## config.mk

```make
export PLATFORM = sky130hd
export DESIGN_NAME = uart_rx
export DESIGN_NICKNAME = d
export VERILOG_FILES = /design/src/rtl/uart_pkg.sv /design/src/rtl/uart_sync.sv /design/src/rtl/uart_rx.sv
export SDC_FILE = /design/constraint.sdc
export NUM_CORES = 1
export LEC_CHECK = 0
export CAP_MARGIN = 5
export CORE_ASPECT_RATIO = 0.9
export CORE_MARGIN = 2
export CORE_UTILIZATION = 56
export DETAILED_ROUTE_END_ITERATION = 6
export PLACE_DENSITY = 0.9
export SLEW_MARGIN = 5
export SYNTH_ARGS = -nofsm -noshare
export SYNTH_HDL_FRONTEND = slang
export SYNTH_HIERARCHICAL = 1
export SYNTH_SLANG_ARGS = --single-unit
```

## constraint.sdc

```tcl
create_clock -name clk -period 2.95 [get_ports clk]
set_clock_uncertainty 0.1 [all_clocks]
set_input_delay 0.4425 -clock clk [delete_from_list [all_inputs] [get_ports clk]]
set_output_delay 0.4425 -clock clk [all_outputs]
set_load 0.005 [all_outputs]
```

## src/rtl/uart_pkg.sv

```systemverilog
// rtl/uart_pkg.sv - shared types, constants and helpers for the UART receive path
package uart_pkg;

    localparam int DATA_BITS = 8;

    typedef enum logic [2:0] {
        IDLE,
        START,
        DATA,
        PARITY,
        STOP
    } rx_state_t;

    // Whole system clocks per line bit; the remainder is dropped, so the
    // sample point drifts by at most one clock per bit.
    function automatic int clks_per_bit(input int clk_rate, input int baud_rate);
        return clk_rate / baud_rate;
    endfunction

endpackage

```

## src/rtl/uart_sync.sv

```systemverilog
// rtl/uart_sync.sv - two-flop synchronizer for one asynchronous input
//   clk, areset_n : clock and asynchronous active-low reset
//   d             : asynchronous input
//   q             : synchronized copy of d, RESET_VAL while in reset
module uart_sync #(
    parameter logic RESET_VAL = 1'b1
) (
    input  logic clk,
    input  logic areset_n,
    input  logic d,
    output logic q
);

    logic meta;

    always_ff @(posedge clk or negedge areset_n) begin
        if (!areset_n) begin
            meta <= RESET_VAL;
            q    <= RESET_VAL;
        end else begin
            meta <= d;
            q    <= meta;
        end
    end

endmodule

```

## src/rtl/uart_rx.sv

```systemverilog
// rtl/uart_rx.sv - 8N1 serial receiver with single-entry valid/ready holding register
//   clk, areset_n   : system clock, asynchronous active-low reset
//   rxd_in          : asynchronous serial line, idle high
//   data_read_valid : holding register has an unread byte (data_out)
//   data_read_ready : consumer accepts the byte on valid && ready
//   data_out        : received byte, stable while valid is high
//   frame_error     : one-cycle pulse, stop bit sampled low
//   overrun         : one-cycle pulse, frame completed while holding register full
//   parity_error    : one-cycle pulse, even parity mismatch (UART_RX_PARITY_EN only)
// Optional macro UART_RX_PARITY_EN adds an even-parity bit after data bit 7.
module uart_rx
    import uart_pkg::*;
#(
    parameter int CLK_RATE  = 100000000,
    parameter int BAUD_RATE = 115200
) (
    input  logic       clk,
    input  logic       areset_n,
    input  logic       rxd_in,
    output logic       data_read_valid,
    input  logic       data_read_ready,
    output logic [7:0] data_out,
    output logic       frame_error,
    output logic       overrun,
    output logic       parity_error
);

    localparam int CLKS_PER_BIT = clks_per_bit(CLK_RATE, BAUD_RATE);
    localparam int HALF_BIT     = CLKS_PER_BIT / 2;
    localparam int CW           = $clog2(CLKS_PER_BIT);
    localparam int BW           = $clog2(DATA_BITS);

    localparam logic [CW-1:0] HALF_LAST = CW'(HALF_BIT - 1);
    localparam logic [CW-1:0] BIT_LAST  = CW'(CLKS_PER_BIT - 1);
    localparam logic [BW-1:0] DATA_LAST = BW'(DATA_BITS - 1);

    generate
        if (CLKS_PER_BIT < 4) begin : g_rate_check
            $error("uart_rx: CLK_RATE/BAUD_RATE must be at least 4");
        end
    endgenerate

    logic rxd_s;

    uart_sync #(
        .RESET_VAL (1'b1)
    ) u_sync (
        .clk      (clk),
        .areset_n (areset_n),
        .d        (rxd_in),
        .q        (rxd_s)
    );

    rx_state_t      state, state_n;
    logic [CW-1:0]  baud_cnt, baud_n;
    logic [BW-1:0]  bit_cnt, bit_n;
    logic [7:0]     shift_reg, shift_n;
    logic           stop_hi;    // stop bit sampled 1 this cycle
    logic           stop_lo;    // stop bit sampled 0 this cycle
    logic           frame_ok;

`ifdef UART_RX_PARITY_EN
    logic par_bit, par_n;
    logic par_bad;
    logic par_err_q;
`endif

    always_ff @(posedge clk or negedge areset_n) begin
        if (!areset_n) begin
            state     <= IDLE;
            baud_cnt  <= '0;
            bit_cnt   <= '0;
            shift_reg <= '0;
`ifdef UART_RX_PARITY_EN
            par_bit   <= 1'b0;
`endif
        end else begin
            state     <= state_n;
            baud_cnt  <= baud_n;
            bit_cnt   <= bit_n;
            shift_reg <= shift_n;
`ifdef UART_RX_PARITY_EN
            par_bit   <= par_n;
`endif
        end
    end

    always_comb begin
        state_n = state;
        baud_n  = baud_cnt;
        bit_n   = bit_cnt;
        shift_n = shift_reg;
        stop_hi = 1'b0;
        stop_lo = 1'b0;
`ifdef UART_RX_PARITY_EN
        par_n   = par_bit;
`endif
        case (state)
            IDLE: begin
                if (!rxd_s) begin
                    state_n = START;
                    baud_n  = '0;
                end
            end
            START: begin
                // Checking the start bit at its middle rejects short glitches
                // and aligns every later sample to mid-bit.
                if (baud_cnt == HALF_LAST) begin
                    baud_n  = '0;
                    bit_n   = '0;
                    state_n = rxd_s ? IDLE : DATA;
                end else begin
                    baud_n = baud_cnt + 1'b1;
                end
            end
            DATA: begin
                if (baud_cnt == BIT_LAST) begin
                    baud_n  = '0;
                    shift_n = {rxd_s, shift_reg[7:1]};
                    if (bit_cnt == DATA_LAST) begin
`ifdef UART_RX_PARITY_EN
                        state_n = PARITY;
`else
                        state_n = STOP;
`endif
                    end else begin
                        bit_n = bit_cnt + 1'b1;
                    end
                end else begin
                    baud_n = baud_cnt + 1'b1;
                end
            end
`ifdef UART_RX_PARITY_EN
            PARITY: begin
                if (baud_cnt == BIT_LAST) begin
                    baud_n  = '0;
                    par_n   = rxd_s;
                    state_n = STOP;
                end else begin
                    baud_n = baud_cnt + 1'b1;
                end
            end
`endif
            STOP: begin
                // Leave at mid-stop-bit so a start bit right behind it is seen.
                if (baud_cnt == BIT_LAST) begin
                    baud_n  = '0;
                    state_n = IDLE;
                    stop_hi = rxd_s;
                    stop_lo = !rxd_s;
                end else begin
                    baud_n = baud_cnt + 1'b1;
                end
            end
            default: state_n = IDLE;
        endcase
    end

`ifdef UART_RX_PARITY_EN
    assign par_bad  = ^{shift_reg, par_bit};
    assign frame_ok = stop_hi && !par_bad;
`else
    assign frame_ok = stop_hi;
`endif

    always_ff @(posedge clk or negedge areset_n) begin
        if (!areset_n) begin
            data_read_valid <= 1'b0;
            data_out        <= '0;
            frame_error     <= 1'b0;
            overrun         <= 1'b0;
        end else begin
            frame_error <= stop_lo;
            overrun     <= 1'b0;
            if (frame_ok) begin
                // A byte draining this cycle frees the slot for the new one.
                if (!data_read_valid || data_read_ready) begin
                    data_out        <= shift_reg;
                    data_read_valid <= 1'b1;
                end else begin
                    overrun <= 1'b1;
                end
            end else if (data_read_valid && data_read_ready) begin
                data_read_valid <= 1'b0;
            end
        end
    end

`ifdef UART_RX_PARITY_EN
    always_ff @(posedge clk or negedge areset_n) begin
        if (!areset_n) begin
            par_err_q <= 1'b0;
        end else begin
            par_err_q <= (stop_hi || stop_lo) && par_bad;
        end
    end
    assign parity_error = par_err_q;
`else
    assign parity_error = 1'b0;
`endif

endmodule

```

==> metrics.cfg, run 1 <==
[drt]
drt_iter0_markers = 93
antenna_left = 0
vias = 1321
drc = 0
drt-total-wl_mm = 3.444
drtPass1Iterations = 4
wl_per_cell_um = 15.94
viasPerCell = 6.116

[clock_tree]
cts_tree = yes
clkTransAtPathRegs_ps = 120
htreeDepth = 2
cts_sinks = 37
clk_latency_ps = 350
post_cts_buffers = 0
cts_resized = 0
cts_buffer_depth = 2
cts-root-buf = clkbuf_4
cts_hold_buf = 0
numCtsBuffers = 5

[finish]
final_core_util_pct = 66.16
fill_cells = 229
final_nets = 181
area_growth_pct = 12.60
largest_reg_flops = 10
final_layout_size_suffix_gt1_share_pct = 10.34
diodes = 0

[timing]
setup_viol = 0
tightest_slew_ps = 512.9
drv_slew = 0
setup_tns_ps = 0
fmax_ghz = 0.4390
rsz0062_at_grt = false
hold_violations = 0
post-route-min-period_ps = 2278
relSlewSlack_pct = 65.81
fin_crit_sh_pct = 77.22

[logic_synthesis]
synth_area_sq_mm = 0.001788
synthTopCellsByArea = dfrtp_1 49%, mux2_1 10%, dfstp_2 2.9%
syn_area_per_cell_sq_um = 11.39
async_reset_ff_share_pct = 100.0
synth.net_count = 165
synthTopCellsByCount = 35 x dfrtp_1, 16 x mux2_1, 10 x nand2_1
netlist.area_leader.share_pct = 48.99
yosysWarningCount = 6
yosysMostFrequentCell = dfrtp_1
syn_inst = 157
ys_ff_latch = 37
synth_cell_types = 48
ys_seq_area_share_pct = 51.92
synth_edf_count = 0
yosysTopAreaCell = dfrtp_1
synth_flop_cell = dfrtp_1

[placed_design]
hpwlAfterDp_mm = 2.517
io_buffers = 14
globalplace.congestion = 0.7991

[power]
p_int_uw = 604.1
power.share.sequential_pct = 64.8
power_density_mw_per_mm2 = 391.9
combPwrFrac_pct = 1.9
p_leak_nw = 0.9082
peakVddDrop_mv = 0.3673
power.share.clock_pct = 33.3
switching_share_pct = 23.44
switching_power_uw = 185.0

[worst_setup_path]
crit_fanout = 8
r2r_cells = 7
rr_endpoint = data_out[7]
critPathArrivalTime_ps = 2420
cp-end-kind = register
rr_startpoint = baud_cnt[0]
regToRegSetupSlack_ps = 670
cp.required_ps = 3090
worstSetupPathType = reg -> reg
start_kind = register

[run]
cap_violations = 0

[worst_hold_path]
worstHoldStart = u_sync/meta
hold_depth = 0
hp-class = reg -> reg
hold_end = u_sync/q

[die]
core-area_sq_mm = 0.003043
dieWidth_um = 63.56
dieArea_sq_mm = 0.003661
num_rows = 19
io_pins = 16
die_h_um = 57.61
initial_core_util_pct = 58.76

[global_route]
grtUsageTotal_pct = 22.50
grt_antenna_before_repair = 0
grt_pass1_wl_mm = 6.258
grt_overflow_total = 0
grt_pass1_vias = 1340
grt_max_degree = 38

[status]
status = finished clean

==> per-stage QoR <==
stage                     setup slack [ps]  instances  instance area (sq um)  total power [mW]  hold slack [ps]
after floorplan                      897.0        157                   1788            0.5220            46.91
after global placement               780.5        208                   1958            0.5354            245.9
after detailed placement             691.8        208                   1958            0.5365            251.2
after CTS                            675.9        216                   2013            0.7929            266.1
after global routing                 442.9        216                   2013            0.8241            272.5
final                                672.1        216                   2013            0.7891            264.4
==> layer usage <==
metal  vias to the layer above  routed length [um]  track usage, %
li1                        624                   -               -
met4                         0                  64           9.627
met1                       647                1501           29.44
met2                        41                1717           36.09
met3                         9                 160           5.720
met5                         -                   0               0
==> how the worst max path moves through the flow <==
stage,from,end,slack [ps],cells past startpoint
2_1_floorplan,baud_cnt[2],data_out[0],900,6
5_1_grt,state[2],baud_cnt[7],440,4
3_3_place_gp,baud_cnt[2],data_out[5],780,6
6_report,baud_cnt[0],data_out[7],670,7
3_5_place_dp,baud_cnt[2],data_out[7],690,6
4_1_cts,baud_cnt[2],data_out[7],680,6
==> cell usage in the layout (no fill, tap or decap), types with 2 or more instances in the layout <==
cell type and count:
ha_1 4, o211ai_1 5, nand2b_1 4, dfstp_2 2, clkinv_2 2, mux2_1 16
nand3_1 6, dfrtp_1 35, nand4_1 3, nand2_1 10, and3_1 3, clkdlybuf4s50_1 14
o21ai_0 6, nor3_1 5, a21oi_1 2, o21ai_1 3, clkbuf_4 5, inv_1 4
o31ai_1 5, buf_4 2, nor2b_1 2, nor2_1 4, nor3b_1 2, and2_1 3
==> critical path, cell delays in order (launching register included) <==
cell and delay [ps]:
dfrtp_1 440, ha_1 250, nand4bb_1 240, nor3_4 260, nand4_1 180, nor2b_1 160, buf_4 190, mux2_1 350
==> power by group through the flow <==
stage / Clock (mW) / Combinational, mW / Sequential, mW
global placement: 0 / 0.0147 / 0.521
floorplan: 0 / 0.00166 / 0.520
detailed placement: 0 / 0.0155 / 0.521
global route: 0.295 / 0.0173 / 0.512
finish: 0.263 / 0.0148 / 0.511
CTS: 0.266 / 0.0155 / 0.511
==> cell type report <==
class                      instances  area (sq um)  share of cell area (%)
clock buffer                       5         37.54                   1.865
clock inverter                     3         17.52                  0.8701
inverter                           4         15.01                  0.7458
multi-input combinational        109         807.0                   40.09
sequential                        37         928.4                   46.12
tap                               42         52.55                   2.610
timing repair buffer              16         155.1                   7.707
==> cells by family after synthesis <==
| family | count (synthesis) | share of synthesized area [%] |
|---|---|---|
| simple gates | 53 | 18.13 |
| compound gates | 35 | 13.93 |
| buf+inv | 11 | 2.939 |
| fa+ha+maj | 4 | 2.799 |
| other cells | 1 | 0.2097 |
| flops | 37 | 51.92 |
| mux | 16 | 10.08 |
(Power assumes the default switching activity.)
==> run 2: changes to the inputs <==
--- a/config.mk
+++ b/config.mk
@@ -8,9 +8,9 @@
 export CAP_MARGIN = 5
 export CORE_ASPECT_RATIO = 0.9
 export CORE_MARGIN = 2
-export CORE_UTILIZATION = 56
+export CORE_UTILIZATION = 51
 export DETAILED_ROUTE_END_ITERATION = 6
-export PLACE_DENSITY = 0.9
+export PLACE_DENSITY = 0.87
 export SLEW_MARGIN = 5
 export SYNTH_ARGS = -nofsm -noshare
 export SYNTH_HDL_FRONTEND = slang
==> constraint.sdc (replaced) <==
create_clock -name clk -period 1.95 [get_ports clk]
set_clock_uncertainty 0.1 [all_clocks]
set_input_delay 0.2925 -clock clk [delete_from_list [all_inputs] [get_ports clk]]
set_output_delay 0.2925 -clock clk [all_outputs]
set_load 0.005 [all_outputs]
==> metrics.cfg, run 2 (synthesis results as in run 1) <==
[die]
io_pins = 16  ; unchanged
num_rows = 20  ; +1
dieArea_sq_mm = 0.003996  ; +9.1%
initial_core_util_pct = 52.93  ; -5.8 points
die_h_um = 60.17  ; +4.5%
dieWidth_um = 66.41  ; +4.5%
core-area_sq_mm = 0.003378  ; +11%

[timing]
fmax_ghz = 0.4553  ; +3.7%
drv_slew = 0  ; unchanged
whs_ps = 256.0  ; -8.398 ps
hold_violations = 0  ; unchanged
worst_slack_ps = -246.4  ; -918.5 ps
rsz0062_at_grt = true
fin_crit_sh_pct = 112.6  ; +35 points
setup_viol = 29  ; +29
post-route-min-period_ps = 2196  ; -81.55 ps
relSlewSlack_pct = 56.78  ; -9.0 points
tightest_slew_ps = 631.9  ; +119.0 ps

[finish]
diodes = 0  ; unchanged
final_nets = 207  ; +14%
fill_cells = 197  ; -14%
layout_commonest_cell = dfrtp_1
largest_reg_flops = 10  ; unchanged
final_area_sq_mm = 0.002479  ; +23%
regArea_sq_um = 928.4  ; unchanged
area_growth_pct = 38.63
final_cell_mix = 35 x dfrtp_1, 22 x buf_4, 15 x mux2_4, 14 x clkdlybuf4s50_1, 10 x nand2_1
final_layout_size_suffix_gt1_share_pct = 38.00  ; +28 points
multi_input_area_sq_mm = 0.001036  ; +28%

[worst_setup_path]
start_kind = register
cp-end-kind = register
crit_fanout = 8  ; unchanged
max_stage_delay_ps = 430  ; about the same
critPathArrivalTime_ps = 2270  ; -150 ps
cp_cell_sequence = or3b_4, nor3_4, nand4_1, nor2b_1, buf_6, mux2_4
slowest_stage = or3b_4
crit_path_start = baud_cnt[3]
cp.required_ps = 2020  ; -1070 ps
rr_startpoint = baud_cnt[3]
worstSetupPathType = reg -> reg
r2r_cells = 6  ; -1

[drt]
antenna_left = 0  ; unchanged
drtPass1Iterations = 4  ; unchanged
wl_per_cell_um = 20.42  ; +28%
vias = 1530  ; +16%
drc = 0  ; unchanged
viasPerCell = 6.270  ; +2.5%
drt-total-wl_mm = 4.982  ; +45%
drt_iter0_markers = 155  ; +67%

[status]
status = finished, violations left
violations = setup timing

[worst_hold_path]
hold_depth = 0  ; unchanged
hp-class = reg -> reg
worstHoldStart = u_sync/meta

[clock_tree]
cts_sinks = 37  ; unchanged
clk_latency_ps = 300  ; -50 ps
cts_hold_buf = 0  ; unchanged
htreeDepth = 2  ; unchanged
cts_tree = yes
cts_buffer_depth = 2  ; unchanged
clkTransAtPathRegs_ps = 80  ; -40 ps
numCtsBuffers = 5  ; unchanged
cts-root-buf = clkbuf_8

[power]
peakVddDrop_mv = 0.5717  ; +56%
power_density_mw_per_mm2 = 532.9  ; +36%
p_leak_nw = 1.096  ; +21%

[global_route]
grtUsageTotal_pct = 22.86  ; +0.36 points
grt_pass1_vias = 1418  ; +5.8%
grt_overflow_total = 0  ; unchanged
grt_antenna_before_repair = 0  ; unchanged
grt_max_degree = 38  ; unchanged
grt_pass1_wl_mm = 6.665  ; +6.5%

[placed_design]
io_buffers = 14  ; unchanged
hpwlAfterDp_mm = 2.741  ; +8.9%
globalplace.congestion = 0.8556  ; +7.1%
dpl_cell_area_sq_mm = 0.002155  ; +10%

[run]
cap_violations = 0  ; unchanged

run 2: cell count changes in the layout (fill, tap and decap cells not counted), moves of 5 or more:
cell,delta
buf_6,+5
buf_4,+20
mux2_1,-15
clkbuf_4,-5
mux2_4,+15
clkbuf_8,+5
run 2: stage by stage:
step	total power [mW]	std cells	setup slack, ps	utilization (%)	TNS [ps]
after detailed placement	0.8111	232	-78.87	63.78	-747.6
after global placement	0.8103	232	6.289	63.78	0
final	1.321	244	-246.4	73.37	-3039
after CTS	1.319	241	-53.08	68.04	-375.5
after floorplan	0.7898	157	-34.24	-	-273.9
after global routing	1.369	244	-257.7	73.37	-4547
run 2: routing by layer:
metal / GRT usage [%] / wire length (um) / share of wire, %
met5: 0 / 0 / 0
met2: 36.29 / 2523 / 51
met4: 7.289 / 176 / 3.5
met1: 30.23 / 1993 / 40
met3: 6.968 / 288 / 5.8
run 2: path summary, 6_finish.rpt:
path	endpoint	slack, ps
min in group asynchronous	state[2]	330
worst min register to register	u_sync/q	260
worst max register to register	data_out[5]	-250
worst min-delay path	u_sync/q	260
worst max-delay path	data_out[5]	-250
max in group asynchronous	u_sync/meta	1060
run 2: area by class of cell:
type	instances	share of cell area, %
inverters	4	0.6058
flip-flops and latches	37	37.46
clock inverters	2	0.4038
clock buffers	6	2.928
well taps	44	2.221
repair buffers	41	14.59
multi-input cells	110	41.80
run 2: critical path: cells and delay by family, from the launching register on:
family / cells / cell delay (ps)
simple gates: 4 / 1060
flops: 1 / 390
mux: 1 / 330
buf+inv: 1 / 200
run 2: power by group:
| part | total (mW) | internal, mW | switching (mW) | leakage (nW) |
|---|---|---|---|---|
| combinational | 0.0228 | 0.00721 | 0.0156 | 0.556 |
| sequential | 0.774 | 0.771 | 0.00282 | 0.495 |
| clock | 0.524 | 0.248 | 0.276 | 0.0450 |
| total | 1.32 | 1.03 | 0.295 | 1.10 |
run 2: repair_timing:
action                     4_1_cts  5_1_grt
pin swaps                        1        9
gates cloned                     1        1
gates resized for setup         11       34
setup buffers                    0        2
setup endpoints to repair       25       29
